### config.mk
export PLATFORM = sky130hd
export DESIGN_NAME = vram_arbiter_flat
export DESIGN_NICKNAME = d
export VERILOG_FILES = /design/src/rtl/vram_arbiter_if.sv /design/src/rtl/vram_arbiter.sv /design/src/flat_wrapper.sv
export SDC_FILE = /design/constraint.sdc
export NUM_CORES = 1
export LEC_CHECK = 0
export ABC_AREA = 1
export ABC_CLOCK_PERIOD_IN_PS = 2600
export BUFFER_PORTS_ARGS = -buffer_cell sky130_fd_sc_hd__buf_2
export CORE_MARGIN = 2
export CORE_UTILIZATION = 50
export DETAILED_ROUTE_END_ITERATION = 7
export PLACE_DENSITY = 0.75
export SLEW_MARGIN = 15
export SYNTH_ARGS = -nofsm -noshare
export SYNTH_HDL_FRONTEND = slang
export SYNTH_SLANG_ARGS = --single-unit
### constraint.sdc
create_clock -name pixel_clock -period 2.6 [get_ports pixel_clock]
set_clock_uncertainty 0.2 [all_clocks]
set_input_delay 0.39 -clock pixel_clock [delete_from_list [all_inputs] [get_ports pixel_clock]]
set_output_delay 0.39 -clock pixel_clock [all_outputs]
set_load 0.1 [all_outputs]
### src/rtl/vram_arbiter_if.sv
// Display, CPU and SRAM signal bundle for the VRAM arbiter.
// The slave side is the arbiter; the master side is its environment.
interface vram_arbiter_if;
  localparam int unsigned ADDR_W = 13;
  localparam int unsigned DATA_W = 8;

  logic              disp_req;
  logic [ADDR_W-1:0] disp_addr;
  logic [DATA_W-1:0] disp_data;
  logic              cpu_req;
  logic              cpu_we;
  logic [ADDR_W-1:0] cpu_addr;
  logic [DATA_W-1:0] cpu_wdata;
  logic              cpu_busy;
  logic              cpu_ack;
  logic [DATA_W-1:0] cpu_rdata;
  logic [ADDR_W-1:0] sram_addr;
  logic              sram_we;
  logic [DATA_W-1:0] sram_wdata;
  logic [DATA_W-1:0] sram_q;

  modport slave (
    input  disp_req, disp_addr, cpu_req, cpu_we, cpu_addr, cpu_wdata, sram_q,
    output disp_data, cpu_busy, cpu_ack, cpu_rdata, sram_addr, sram_we, sram_wdata
  );

  modport master (
    output disp_req, disp_addr, cpu_req, cpu_we, cpu_addr, cpu_wdata, sram_q,
    input  disp_data, cpu_busy, cpu_ack, cpu_rdata, sram_addr, sram_we, sram_wdata
  );
endinterface

### src/rtl/vram_arbiter.sv
// Single-port VRAM arbiter: display reads win every slot, CPU writes drain
// through a 4-entry FIFO, CPU reads run only once that FIFO is empty.
module vram_arbiter (
  input logic          pixel_clock,
  input logic          reset,
  vram_arbiter_if.slave bus
);
  localparam int unsigned ADDR_W     = 13;
  localparam int unsigned DATA_W     = 8;
  localparam int unsigned FIFO_DEPTH = 4;
  localparam int unsigned PTR_W      = 2;
  localparam int unsigned CNT_W      = 3;

  typedef struct packed {
    logic [ADDR_W-1:0] addr;
    logic [DATA_W-1:0] data;
  } wr_entry_t;

  typedef enum logic [1:0] {IDLE, PEND, WAIT, DONE} rd_state_t;

  rd_state_t         rd_state;
  rd_state_t         rd_state_nxt;
  wr_entry_t         fifo_mem [FIFO_DEPTH];
  wr_entry_t         head;
  logic [PTR_W-1:0]  rd_ptr;
  logic [PTR_W-1:0]  wr_ptr;
  logic [CNT_W-1:0]  count;
  logic [ADDR_W-1:0] rd_addr;
  logic              disp_pend;
  logic              busy;
  logic              push;
  logic              rd_accept;
  logic              pop;
  logic              grant_disp;
  logic              grant_rd;

  // Slot arbitration, CPU handshake and read FSM next state.
  always_comb begin
    rd_state_nxt   = rd_state;
    head           = fifo_mem[rd_ptr];
    busy           = 1'b0;
    push           = 1'b0;
    rd_accept      = 1'b0;
    pop            = 1'b0;
    grant_disp     = 1'b0;
    grant_rd       = 1'b0;
    bus.sram_addr  = '0;
    bus.sram_we    = 1'b0;
    bus.sram_wdata = '0;

    busy = (bus.cpu_we && (count == CNT_W'(FIFO_DEPTH))) ||
           (rd_state != IDLE) ||
           (!bus.cpu_we && (count != '0));
    push       = !reset && bus.cpu_req && !busy && bus.cpu_we;
    rd_accept  = !reset && bus.cpu_req && !busy && !bus.cpu_we;
    grant_disp = !reset && bus.disp_req;
    pop        = !reset && !bus.disp_req && (count != '0);
    grant_rd   = !reset && !grant_disp && !pop && (rd_state == PEND);

    if (grant_disp) begin
      bus.sram_addr = bus.disp_addr;
    end else if (pop) begin
      bus.sram_addr  = head.addr;
      bus.sram_we    = 1'b1;
      bus.sram_wdata = head.data;
    end else if (grant_rd) begin
      bus.sram_addr = rd_addr;
    end

    case (rd_state)
      IDLE:    if (rd_accept) rd_state_nxt = PEND;
      PEND:    if (grant_rd)  rd_state_nxt = WAIT;
      WAIT:    rd_state_nxt = DONE;
      DONE:    rd_state_nxt = IDLE;
      default: rd_state_nxt = IDLE;
    endcase
  end

  assign bus.cpu_busy = busy;

  always_ff @(posedge pixel_clock) begin
    if (reset) rd_state <= IDLE;
    else       rd_state <= rd_state_nxt;
  end

  // Pointers, occupancy and registered read-data/ack outputs.
  always_ff @(posedge pixel_clock) begin
    if (reset) begin
      rd_ptr        <= '0;
      wr_ptr        <= '0;
      count         <= '0;
      rd_addr       <= '0;
      disp_pend     <= 1'b0;
      bus.cpu_ack   <= 1'b0;
      bus.cpu_rdata <= '0;
      bus.disp_data <= '0;
    end else begin
      disp_pend   <= grant_disp;
      bus.cpu_ack <= push || (rd_state == WAIT);
      if (disp_pend)          bus.disp_data <= bus.sram_q;
      if (rd_state == WAIT)   bus.cpu_rdata <= bus.sram_q;
      if (rd_accept)          rd_addr       <= bus.cpu_addr;
      if (pop)                rd_ptr        <= rd_ptr + PTR_W'(1);
      if (push)               wr_ptr        <= wr_ptr + PTR_W'(1);
      case ({push, pop})
        2'b10:   count <= count + CNT_W'(1);
        2'b01:   count <= count - CNT_W'(1);
        default: count <= count;
      endcase
    end
  end

  // Entry storage needs no reset; occupancy is tracked by count.
  always_ff @(posedge pixel_clock) begin
    if (push) fifo_mem[wr_ptr] <= {bus.cpu_addr, bus.cpu_wdata};
  end
endmodule
### src/flat_wrapper.sv
// flat-port wrapper written by rule: the top's interface ports become plain ports
module vram_arbiter_flat 
  (pixel_clock, reset, bus_disp_req, bus_disp_addr, bus_cpu_req, bus_cpu_we, bus_cpu_addr, bus_cpu_wdata, bus_sram_q, bus_disp_data, bus_cpu_busy, bus_cpu_ack, bus_cpu_rdata, bus_sram_addr, bus_sram_we, bus_sram_wdata);
  vram_arbiter_if bus_i ();
  input logic pixel_clock;
  input logic reset;
  input wire logic [$bits(bus_i.disp_req)-1:0] bus_disp_req;
  input wire logic [$bits(bus_i.disp_addr)-1:0] bus_disp_addr;
  input wire logic [$bits(bus_i.cpu_req)-1:0] bus_cpu_req;
  input wire logic [$bits(bus_i.cpu_we)-1:0] bus_cpu_we;
  input wire logic [$bits(bus_i.cpu_addr)-1:0] bus_cpu_addr;
  input wire logic [$bits(bus_i.cpu_wdata)-1:0] bus_cpu_wdata;
  input wire logic [$bits(bus_i.sram_q)-1:0] bus_sram_q;
  output wire logic [$bits(bus_i.disp_data)-1:0] bus_disp_data;
  output wire logic [$bits(bus_i.cpu_busy)-1:0] bus_cpu_busy;
  output wire logic [$bits(bus_i.cpu_ack)-1:0] bus_cpu_ack;
  output wire logic [$bits(bus_i.cpu_rdata)-1:0] bus_cpu_rdata;
  output wire logic [$bits(bus_i.sram_addr)-1:0] bus_sram_addr;
  output wire logic [$bits(bus_i.sram_we)-1:0] bus_sram_we;
  output wire logic [$bits(bus_i.sram_wdata)-1:0] bus_sram_wdata;
  assign bus_i.disp_req = bus_disp_req;
  assign bus_i.disp_addr = bus_disp_addr;
  assign bus_i.cpu_req = bus_cpu_req;
  assign bus_i.cpu_we = bus_cpu_we;
  assign bus_i.cpu_addr = bus_cpu_addr;
  assign bus_i.cpu_wdata = bus_cpu_wdata;
  assign bus_i.sram_q = bus_sram_q;
  assign bus_disp_data = bus_i.disp_data;
  assign bus_cpu_busy = bus_i.cpu_busy;
  assign bus_cpu_ack = bus_i.cpu_ack;
  assign bus_cpu_rdata = bus_i.cpu_rdata;
  assign bus_sram_addr = bus_i.sram_addr;
  assign bus_sram_we = bus_i.sram_we;
  assign bus_sram_wdata = bus_i.sram_wdata;
  vram_arbiter u_core (.pixel_clock(pixel_clock), .reset(reset), .bus(bus_i));
endmodule
== Word-level counts from Yosys, hierarchy flattened ==
Memories as Yosys holds them, arrays and structs flattened. A register that Yosys moved wholly into a read port is not among the register bits.
Cells that the tools add are included.
Cells by class
  add/subtract/negate cells: 4
  equality and inequality tests: 8
  mux-type cells: 15
  reduce and logical (&&, ||, !) cells: 26
Operators by type and width (count)
  $mux W13: 3
  $mux W8: 2
  $logic_and A1 B1 Y1: 12
  $mux W2: 4
  $pmux W2 S4: 1
  $eq A2 B2 Y1 const B: 3
  $logic_not A1 Y1: 6
  $pmux W3 S2: 1
  $add A2 B1 Y2 const B: 2
  $eq A2 B1 Y1 const B: 2
  $mux W1: 4
  $ne A2 B1 Y1 const B: 2
  $reduce_bool A2 Y1: 2
  $add A3 B1 Y3 const B: 1
  $eq A3 B3 Y1 const B: 1
  $logic_or A1 B1 Y1: 3
  $reduce_bool A3 Y1: 1
  $sub A3 B1 Y3 const B: 1
  $logic_not A2 Y1: 1
  $reduce_and A2 Y1: 1
Storage, ports and cells
  flip-flop bits (word level): 40
  memory bits (writable): 84
  input bits: 47
  output and inout port bits: 40
  memories: 1
Memories
  u_core.fifo_mem: words 4, width 21, rd ports 1, clocked after memory_dff 1, write ports 1, line vram_arbiter.sv:23  | wr_entry_t fifo_mem [FIFO_DEPTH];

== Longest topological paths before layout ==
  depth after elaboration: 9
  gate-level depth with buffers: 13
  depth with buffers taken out: 11

== Worst setup path after synthesis ==
No wires, ideal clock.
  path type: register to output
  start: register with a tool-made name
  end: output bus_sram_wdata[5]
  arrival: 2.308 ns
  required time: 2.010 ns
  slack: -0.298 ns
  cell stages (with the launch flop): 6
  path buffers: 2
  path through: dfxtp_1 buf_2 inv_2 clkbuf_1 o21ai_0 a21oi_1
RTL lines
  end: declaration: line flat_wrapper.sv:20  | output wire logic [$bits(bus_i.sram_wdata)-1:0] bus_sram_wdata;

== Worst setup path in the final report ==
  start: register u_core.count[1]
  end: output bus_sram_addr[5]
On the way
  cells in the longest elaborated chain, start to end: 8
Ends and longest elaborated chain
  start: declaration: line vram_arbiter.sv:27  | logic [CNT_W-1:0] count;
  start signal: assignment: line vram_arbiter.sv:106  | 2'b10: count <= count + CNT_W'(1);
  start signal: assignment: line vram_arbiter.sv:107  | 2'b01: count <= count - CNT_W'(1);
  start signal: assignment: line vram_arbiter.sv:108  | default: count <= count;
  $reduce_bool A3 Y1 (*): line vram_arbiter.sv:57  | pop = !reset && !bus.disp_req && (count != '0);
  $logic_and A1 B1 Y1 (*): line vram_arbiter.sv:57
  $logic_not A1 Y1: line vram_arbiter.sv:58  | grant_rd = !reset && !grant_disp && !pop && (rd_state == PEND);
  $logic_and A1 B1 Y1 (2 in a row): line vram_arbiter.sv:58
  $mux W13: line vram_arbiter.sv:66  | end else if (grant_rd) begin
  $mux W13 (*): line vram_arbiter.sv:62  | end else if (pop) begin
  $mux W13 (*): line vram_arbiter.sv:60  | if (grant_disp) begin
  end: declaration: line flat_wrapper.sv:18  | output wire logic [$bits(bus_i.sram_addr)-1:0] bus_sram_addr;
Mark *: on every way between the ends. The rest lies on a longest branch, timed or not.

==> run_summary.xml <==
<?xml version="1.0" encoding="UTF-8"?>
<metrics>
  <group name="status">
    <metric name="run_status" unit="">finished clean</metric>
  </group>
  <group name="cells_and_area">
    <metric name="seqCellArea" unit="um^2">3370</metric>
    <metric name="layout-drive-gt1-share" unit="">0.271</metric>
    <metric name="fillers" unit="">719</metric>
    <metric name="mostFrequentLayoutCell" unit="">sky130_fd_sc_hd__nor2_1</metric>
    <metric name="final_util" unit="">0.681</metric>
    <metric name="finish.cell_count_without_fillers" unit="">768</metric>
    <metric name="mostFrequentLayoutCells" unit="">95 x sky130_fd_sc_hd__nor2_1, 84 x sky130_fd_sc_hd__edfxtp_1, 69 x sky130_fd_sc_hd__o21ai_0</metric>
    <metric name="finalNetCount" unit="">676</metric>
    <metric name="n_antenna_cell" unit="">0</metric>
    <metric name="multi_input_comb_area" unit="um^2">1560</metric>
    <metric name="area.growth.synth_to_final" unit="%">34.6</metric>
  </group>
  <group name="global_routing">
    <metric name="antenna_found_initial" unit="">0</metric>
    <metric name="grt_start_max_net_pins" unit="">32</metric>
    <metric name="grt_use_total" unit="">0.226</metric>
    <metric name="grt_remaining_overflow" unit="">0</metric>
    <metric name="grt_pass1_vias" unit="">4075</metric>
    <metric name="global_route_wire_length_before_repair" unit="um">19300</metric>
  </group>
  <group name="setup_path">
    <metric name="criticalPathCategory" unit="">reg -&gt; out</metric>
    <metric name="cp_data_required_time" unit="ps">2010</metric>
    <metric name="worstPathArrival" unit="ps">1940</metric>
    <metric name="kind_of_end_point_of_the_critical_path" unit="">output pin</metric>
    <metric name="critPathLaunchType" unit="">flop</metric>
    <metric name="critical_path_peak_fanout" unit="">7</metric>
  </group>
  <group name="place">
    <metric name="port_buffers" unit="">86</metric>
    <metric name="place.gp.congestion" unit="">0.863</metric>
    <metric name="place.detailed.instances" unit="">704</metric>
    <metric name="place.detailed.hpwl" unit="um">7290</metric>
    <metric name="pre_cts_slack" unit="ps">156</metric>
  </group>
  <group name="hold_path">
    <metric name="min_path_type" unit="">in -&gt; reg</metric>
  </group>
  <group name="clocking">
    <metric name="clk_latency" unit="ps">510</metric>
    <metric name="ctsLongestPathBuffers" unit="">2</metric>
    <metric name="clock_tree.htree_level_count" unit="">4</metric>
    <metric name="clk_transition_reported_paths" unit="ps">60</metric>
    <metric name="numCtsBuffers" unit="">17</metric>
    <metric name="cts_num_sinks" unit="">126</metric>
    <metric name="cts_tree" unit="">built</metric>
    <metric name="postCtsSetupBuffers" unit="">0</metric>
    <metric name="cts_root_buf" unit="">sky130_fd_sc_hd__clkbuf_8</metric>
  </group>
  <group name="timing">
    <metric name="finalHoldViolCount" unit="">0</metric>
    <metric name="drv_slew" unit="">0</metric>
    <metric name="min_period" unit="ps">2530</metric>
    <metric name="timing.final.crit_share" unit="">0.974</metric>
    <metric name="setup_viol" unit="">0</metric>
    <metric name="max_freq" unit="MHz">395</metric>
    <metric name="timing.slew.headroom" unit="">0.667</metric>
    <metric name="worst_slack" unit="ps">68.4</metric>
    <metric name="worst_pin_slew" unit="ps">503</metric>
  </group>
  <group name="synthesis">
    <metric name="netlist_area" unit="um^2">5150</metric>
    <metric name="yosys_warnings" unit="">0</metric>
    <metric name="synth_cells" unit="">492</metric>
    <metric name="synth.net_count" unit="">549</metric>
    <metric name="synth_sequential_area_ratio" unit="">0.653</metric>
    <metric name="number_of_distinct_standard_cells_referenced_by_the_synthesized_netlist" unit="">28</metric>
    <metric name="ys_ff_latch" unit="">126</metric>
    <metric name="post_synth.cell_area_avg" unit="um^2">10.5</metric>
  </group>
  <group name="floorplanning">
    <metric name="io_pins" unit="">87</metric>
    <metric name="floorplan.die_area" unit="um^2">11100</metric>
    <metric name="core_region_area" unit="um^2">10200</metric>
    <metric name="initial_core_util" unit="">0.506</metric>
    <metric name="die_width" unit="um">106</metric>
    <metric name="number_of_rows_in_the_core_area" unit="">37</metric>
    <metric name="floorplan.die.height" unit="um">106</metric>
  </group>
  <group name="routing">
    <metric name="drt_first_iter_violations" unit="">320</metric>
    <metric name="detail_route.drc_violations" unit="">0</metric>
    <metric name="wl_per_cell" unit="um">16.2</metric>
    <metric name="vias_per_std_cell" unit="">5.38</metric>
    <metric name="ant_nets" unit="">0</metric>
    <metric name="drt_pass1_iterations" unit="">5</metric>
    <metric name="totalWireLength" unit="um">12400</metric>
    <metric name="dr_total_vias" unit="">4130</metric>
  </group>
  <group name="power_and_ir_drop">
    <metric name="power_density" unit="nW/um^2">936</metric>
    <metric name="vdd_drop_max" unit="V">0.000920</metric>
    <metric name="fin_total_pwr" unit="uW">6490</metric>
    <metric name="power.leakage" unit="uW">0.00273</metric>
  </group>
  <group name="run">
    <metric name="drv.max_cap_violation_count" unit="">0</metric>
  </group>
</metrics>
==> through the flow <==
step | hold WS (ps) | cell area (um^2) | setup TNS (ps)
finish | 126 | 6940 | 0
global route | 117 | 6940 | -12.3
CTS | 103 | 6840 | 0
detailed placement | 237 | 5770 | 0
global placement | 231 | 5770 | 0
floorplan | 224 | 5180 | 0
==> Yosys cell counts (all sizes together) <==
cell,n,area [um^2]
clkbuf,10,42.5
o21ai,80,408
nand2,35,136
ha,9,113
dfxtp,42,841
nor2,100,378
o22ai,13,81.3
nand3,29,150
inv,38,145
edfxtp,84,2520
fa,1,20.0
nand4,2,33.8
clkinv,1,3.75
a21oi,33,173
buf,15,106
==> cell families after synthesis <==
logic type               share of synthesized area
flip-flops                                   0.653
AND/OR/NAND/NOR                              0.135
buffers and inverters                       0.0578
AO/OA/AOI/OAI                                0.128
adder cells (fa/ha/maj)                     0.0257
==> layout make-up <==
class                           count  share of cell area
Clock buffer                       18              0.0617
Clock inverter                     14              0.0274
Inverter                           39              0.0227
Multi-Input combinational cell    302               0.225
Sequential cell                   126               0.486
Tap cell                          136              0.0245
Timing Repair Buffer              132               0.152
Timing Repair inverter              1             0.00108
==> registers in the layout (all words and copies together), names as in the netlist, named ones only <==
| name | count |
|---|---|
| u_core.rd_ptr | 2 |
| u_core.bus.cpu_ack | 1 |
| u_core.bus.cpu_rdata | 8 |
| u_core.rd_state | 2 |
| u_core.wr_ptr | 2 |
| u_core.count | 3 |
| u_core.bus.disp_data | 8 |
| u_core.rd_addr | 13 |
| u_core.fifo_mem | 84 |
| u_core.disp_pend | 1 |
==> what timing repair did <==
action                     in CTS  in global routing
gates resized for setup        39                 25
pin swaps                       0                  4
setup endpoints to repair      21                 18
cloned                          2                  0
hold buffers                   30                  0
hold endpoints to repair      103                  0
==> worst max-delay path: stages, from the launching register on <==
cell	delay [ps]
sky130_fd_sc_hd__dfxtp_2	330
sky130_fd_sc_hd__inv_2	70
sky130_fd_sc_hd__nand3_2	100
sky130_fd_sc_hd__nand2_2	140
sky130_fd_sc_hd__nand2_4	100
sky130_fd_sc_hd__clkinvlp_4	180
sky130_fd_sc_hd__nand3_1	90
sky130_fd_sc_hd__nand3_1	110
sky130_fd_sc_hd__buf_4	290
==> routing by layer <==
metal | vias to the layer above | share of wire | GRT usage
met2 | 171 | 0.48 | 0.371
met1 | 1990 | 0.44 | 0.285
met4 | 0 | 0.010 | 0.0874
li1 | 1953 | - | -
met3 | 16 | 0.070 | 0.0643
met5 | - | 0 | 0
==> power breakdown <==
part | switching [uW] | total [uW] | internal, uW
Sequential | 79.6 | 2370 | 2290
Combinational | 1290 | 1680 | 392
Clock | 858 | 2440 | 1580
==> path summary, 6_finish.rpt <==
| check | start | to | slack (ps) | depth (start not counted) |
|---|---|---|---|---|
| worst max register to register | u_core.rd_state[0] | u_core.count[2] | 330 | 10 |
| worst max-delay path | u_core.count[1] | bus_sram_addr[5] | 70 | 8 |
| worst min-delay path | reset | u_core.disp_pend | 130 | 3 |
| worst min register to register | u_core.rd_addr[0] | u_core.rd_addr[0] | 240 | 2 |
Power figures use the tool's default switching activity.
